===== src/rtl/oam_dma.sv =====
// Sprite DMA: copies CPU page $XX00-$XXFF into PPU OAM while holding the CPU
// halted. Outputs are registered except oam_addr, which tracks oam_base live.
module oam_dma (
  input  logic        clk,
  input  logic        reset,
  input  logic [15:0] bus_addr,
  input  logic [7:0]  bus_din,
  input  logic        bus_wr,
  input  logic        odd_or_even,
  input  logic [7:0]  oam_base,
  output logic        dma_hijack,
  output logic [15:0] dma_addr,
  output logic        oam_we,
  output logic [7:0]  oam_addr,
  output logic [7:0]  oam_data,
  output logic        dma_done,
  output logic [2:0]  state_dbg
);

  localparam logic [15:0] OAM_REG = 16'h4014;

  typedef enum logic [2:0] {
    S_IDLE  = 3'd0,
    S_HALT  = 3'd1,
    S_ALIGN = 3'd2,
    S_GET   = 3'd3,
    S_PUT   = 3'd4
  } state_t;

  state_t     state;
  logic [7:0] page;
  logic [7:0] idx;
  logic [7:0] dbuf;
  logic       last;

  assign state_dbg = state;
  assign oam_data  = dbuf;
  assign oam_addr  = oam_base + idx;

  always_ff @(posedge clk or posedge reset) begin
    if (reset) begin
      state      <= S_IDLE;
      page       <= 8'h00;
      idx        <= 8'h00;
      dbuf       <= 8'h00;
      last       <= 1'b0;
      dma_hijack <= 1'b0;
      dma_addr   <= 16'h0000;
      oam_we     <= 1'b0;
      dma_done   <= 1'b0;
    end else begin
      oam_we   <= 1'b0;
      dma_done <= 1'b0;
      case (state)
        S_IDLE: begin
          if (bus_addr == OAM_REG && !bus_wr) begin
            page       <= bus_din;
            idx        <= 8'h00;
            last       <= 1'b0;
            dma_hijack <= 1'b1;
            state      <= S_HALT;
          end
        end
        S_HALT: begin
          // An odd HALT needs one extra dummy cycle so GET lands on an even cycle.
          if (odd_or_even) begin
            state <= S_ALIGN;
          end else begin
            dma_addr <= {page, idx};
            state    <= S_GET;
          end
        end
        S_ALIGN: begin
          dma_addr <= {page, idx};
          state    <= S_GET;
        end
        S_GET: begin
          dbuf     <= bus_din;
          last     <= (idx == 8'hFF);
          oam_we   <= 1'b1;
          dma_done <= (idx == 8'hFF);
          state    <= S_PUT;
        end
        S_PUT: begin
          if (last) begin
            dma_hijack <= 1'b0;
            state      <= S_IDLE;
          end else begin
            // The index wraps inside the page; the page never increments.
            idx      <= idx + 8'd1;
            dma_addr <= {page, idx + 8'd1};
            state    <= S_GET;
          end
        end
        default: state <= S_IDLE;
      endcase
    end
  end

endmodule


===== config.mk =====
export PLATFORM = sky130hd
export DESIGN_NAME = oam_dma
export DESIGN_NICKNAME = d
export VERILOG_FILES = /design/src/rtl/oam_dma.sv
export SDC_FILE = /design/constraint.sdc
export NUM_CORES = 1
export LEC_CHECK = 0
export ABC_AREA = 1
export CELL_PAD_IN_SITES_DETAIL_PLACEMENT = 0
export CELL_PAD_IN_SITES_GLOBAL_PLACEMENT = 1
export CORE_ASPECT_RATIO = 1.1
export CORE_UTILIZATION = 34
export DETAILED_ROUTE_END_ITERATION = 8
export PLACE_DENSITY_LB_ADDON = 0.1
export SLEW_MARGIN = 20
export SYNTH_ARGS = -nofsm -noshare
export SYNTH_HDL_FRONTEND = slang
export SYNTH_SLANG_ARGS = --single-unit

===== constraint.sdc =====
create_clock -name clk -period 1.89 [get_ports clk]
set_clock_uncertainty 0.05 [all_clocks]
set_input_delay 0.378 -clock clk [delete_from_list [all_inputs] [get_ports clk]]
set_output_delay 0.378 -clock clk [all_outputs]
set_load 0.01 [all_outputs]

Word-level counts from Yosys, hierarchy flattened --
Cells that the tools add are included.
Word-level totals: register bits after elaboration 47, output and inout bits 38
Cells by class: $add $sub $neg 2, eq/ne operators 10, mux-type cells 17, reduce and logical (&&, ||, !) cells 11
Operators by type and width (number):
- case mux 16 bit (3 select lines) | 1
- 2-to-1 mux 16 bit | 2
- == test 16 x 15 -> 1 bit (second input constant) | 1
- 2-to-1 mux 8 bit | 2
- case mux 8 bit (2 select lines) | 1
- case mux 3 bit (5 select lines) | 1
- AND reduction 3 bit | 3
- adder 8 x 1 -> 8 bit (second input constant) | 1
- adder 8 bit | 1
- == test 8 bit (second input constant) | 1
- inequality test 2 bit (second input constant) | 4
- == test 3 x 2 -> 1 bit (second input constant) | 2
- 2-to-1 mux 1 bit | 6
- case mux 1 bit (2 select lines) | 2
- AND reduction 2 bit | 2
- nonzero test 2 bit | 2
- == test 3 x 1 -> 1 bit (second input constant) | 1
- == test 3 bit (second input constant) | 1
- logical NOT 3 bit | 1
- 2-to-1 mux 3 bit | 1
- nonzero test 3 bit | 1
- 2-to-1 mux 2 bit | 1
- logical AND 1 bit | 1
- logical NOT 1 bit | 1

Logic depth before layout (Yosys ltp) --
depth in word-level cells 4, depth in mapped cells 8, mapped depth without buffers 8

Worst setup path after synthesis --
OpenSTA, ideal clock, no wires.
kind register to output, from register idx[0], to output port oam_addr[6], arrival 1.474 ns, setup slack -0.012 ns, stages on the path, launching flop included 8, path buffers 0, path through dfrtp_1 > ha_1 > inv_1 > fa_1 > inv_1 > nand4_1 > nand3_1 > xor2_1
Between the ends: cells in the longest elaborated chain, start to end 1
Ends and longest elaborated chain:
- start, declared | RTL line 32 | logic [7:0] idx;
- start signal, assigned | RTL line 90 | idx <= idx + 8'd1;
- adder 8 bit | RTL line 38 | assign oam_addr = oam_base + idx;
- end, declared | RTL line 14 | output logic [7:0] oam_addr,
No other way between the ends.

Final worst setup path --
Same ends and word-level chain as after synthesis.

==> results.toml <==
[global_routing]
grt_pass1_wl_um = 11100
grt_usage_pct = 17.9
antenna_found_initial = 0
overflow = 0
grt_pass1_vias = 2366
grt_max_degree = 48

[layout]
fillerInstances = 687
instances_no_fill = 505
regArea_sq_mm = 0.00118
final_layout_size_suffix_gt1_share_pct = 23.3
final_area_sq_mm = 0.00384
num-nets-final = 465
insertedDiodeCount = 0
area_delta_synth_final_pct = 50.2
multi_input_comb_area_sq_mm = 0.00130

[sta]
setup_violations = 7
tightest_slew_ns = 0.366
slew_viol_final = 0
slew_headroom_pct = 75.5
max_freq_ghz = 0.449
final_hold_viol_count = 0
period_share_pct = 118
setup_tns_ns = -1.58
period_minus_slack_ns = 2.23
rsz0062_at_grt = "true"
setup_slack_ns = -0.338

[power_and_ir_drop]
vdd_drop_max_uv = 863
power_density_mw_per_mm2 = 1110
p_leak_uw = 0.00191
p_total_uw = 4260

[critical_path]
crit_path_start_kind = "register"
cpLargestDelayFamily = "adder cells"
cp.buffers_inverters = 3
crit_start = "idx[0]"
reg2reg_from = "idx[1]"
r2r_end = "dma_addr[2]"
crit_required_ns = 1.46
rr_worst_depth = 11
crit_top_cell = "inv_2"
path_cells = "ha_2 > inv_2 > fa_2 > inv_2 > nand4_1 > nand3_2 > xor2_2 > buf_2"
cp_slowest_stage_delay_ns = 0.38
arrival_ns = 1.80
crit_path_end_kind = "primary output"
rrSetupSlack_ns = 0.15
crit_slowest_cell = "dfrtp_1"
worst-path-max-fanout = 2
setup.worst_path.class = "register to primary output"

[route]
ant_nets = 0
vias = 2317
drtIter0Drc = 132
drt_first_pass_iters = 7
avgRoutedWirePerCell_um = 12.5
drt_drc_violations_left = 0
vias_per_cell = 4.59
routed_wl_um = 6340

[placement]
gp_congestion = 0.833
hpwl_um = 4430
placed_cell_area_sq_mm = 0.00360
place_ws_ns = -0.950
io_buffers = 73
placed_cells = 489

[min_path]
min_path_type = "input pin to asynchronous set/reset pin"

[logic_synthesis]
ys_async_sr_fraction_pct = 100
synth_nets = 354
synth_edf_count = 0
synth.distinct_cells = 33
avgSynthCellArea_sq_um = 8.31
syn_area_sq_mm = 0.00256
synth_cells = 308
ys_warn_count = 0
synthFlopType = "dfrtp_1"
ys_ff_latch = 47
ys_seq_area_share_pct = 45.9

[clock_tree]
cts_tree = "done"
clk_pin_slew_worst_paths_ns = 0.09
clockRootBuffer = "clkbuf_8"
insertion_delay_ns = 0.30
cts_buffers = 5
clock-sinks = 47
cts_max_level = 2
cts_buffer_depth = 2
cts_hold_buf = 0

[job]
maxCapViolCount = 0

[die]
ioPinCount = 74
fp.dieH_um = 93.0
fp.dieW_um = 84.7
dieArea_sq_mm = 0.00788
coreArea_sq_mm = 0.00717
std_cell_rows = 32
initial_utilization_pct = 35.7

[status]
outcome = "finished, violations left"
violations = "setup timing"
-- worst reg2reg max path: stages, from the launching register on --
cell and delay (ns):
dfrtp_1 0.40, buf_6 0.13, buf_4 0.12, buf_4 0.13, ha_1 0.22, nand2_1 0.10
inv_1 0.06, nor2_1 0.08, nand2_1 0.05, inv_1 0.08, a21oi_1 0.05, o21ai_0 0.16
-- through the flow --
step                      util, %  hold WS (ns)
after floorplan                 -         0.392
after global placement       50.2         0.408
after detailed placement     50.2         0.407
after CTS                    53.1         0.389
after global routing         53.6         0.407
final                        53.6         0.375
-- routing by layer --
metal  routed length [um]  share of wire [%]  vias to the layer above  track usage [%]
met1                 3050                 48                     1054             23.9
met2                 3000                 47                       47             30.0
met3                  212                3.3                        6             3.00
li1                     -                  -                     1210                -
met4                   70                1.1                        0             5.23
met5                    0                  0                        -                0
-- cell families (layout without fill, tap and decap cells) --
logic type               count (synthesis)  after routing  synth area share, %
AND/OR/NAND/NOR                        168            168                 30.6
flip-flops                              47             47                 45.9
buffers and inverters                   41            153                 7.62
AO/OA/AOI/OAI                           36             36                 8.60
adder cells (fa/ha/maj)                 10             10                 5.18
XOR/XNOR                                 6              6                 2.05
-- synthesized netlist by cell type, types with 2 or more instances --
master | instances | area, sq um
nand2_1 | 94 | 353
dfrtp_1 | 47 | 1180
inv_1 | 33 | 124
nand3_1 | 28 | 140
nor2_1 | 25 | 93.8
o21ai_0 | 15 | 75.1
a21oi_1 | 9 | 45.0
ha_1 | 9 | 113
o21ai_2 | 8 | 70.1
nor2_4 | 4 | 45.0
buf_6 | 3 | 33.8
nand3_2 | 3 | 30.0
nand4_1 | 3 | 18.8
xnor2_1 | 3 | 26.3
xor2_1 | 3 | 26.3
a21o_1 | 2 | 15.0
nand2_2 | 2 | 12.5
nand3b_1 | 2 | 15.0
-- power by group --
part / internal (uW) / switching [uW]
Sequential: 1230 / 186
Clock: 333 / 349
Combinational: 1040 / 1120
Total: 2600 / 1660
-- layout by cell type (no fill, tap or decap), drive strengths merged, types with 2 or more instances in the layout --
cell,instances
ha,9
o21ai,23
nand2,97
dlygate4sd2,7
nor2,30
nand3b,2
a21oi,9
inv,35
dfrtp,47
buf,44
clkdlybuf4s50,58
nand3,32
clkbuf,7
nand4,4
a21o,2
xnor2,3
xor2,3
-- worst max path at each step --
stage,to,slack [ns],cells after the start
after floorplan,oam_addr[6],0.009,7
after global placement,oam_addr[6],-0.95,9
after detailed placement,oam_addr[6],-0.95,9
after CTS,oam_addr[6],-0.33,8
after global routing,oam_addr[6],-0.42,8
final,oam_addr[6],-0.34,8
-- sequential cells by signal (all words and copies together), names as in the netlist --
signal and count:
dma_addr 16, dma_done 1, dma_hijack 1, idx 8, last 1, oam_data 8, oam_we 1, page 8
state_dbg 3
-- layout make-up --
cell class	instances	area share (%)
Inverter	35	3.48
Sequential cell	47	30.6
Tap cell	85	2.77
Multi-Input combinational cell	220	33.7
Timing Repair Buffer	110	26.7
Clock buffer	7	2.51
Clock inverter	1	0.195
-- timing repair --
item	in CTS	in global routing
pin swaps	19	11
gates resized for setup	60	3
endpoints found under the setup margin	9	7
buffers inserted	5	3
Power figures use the tool's default switching activity.
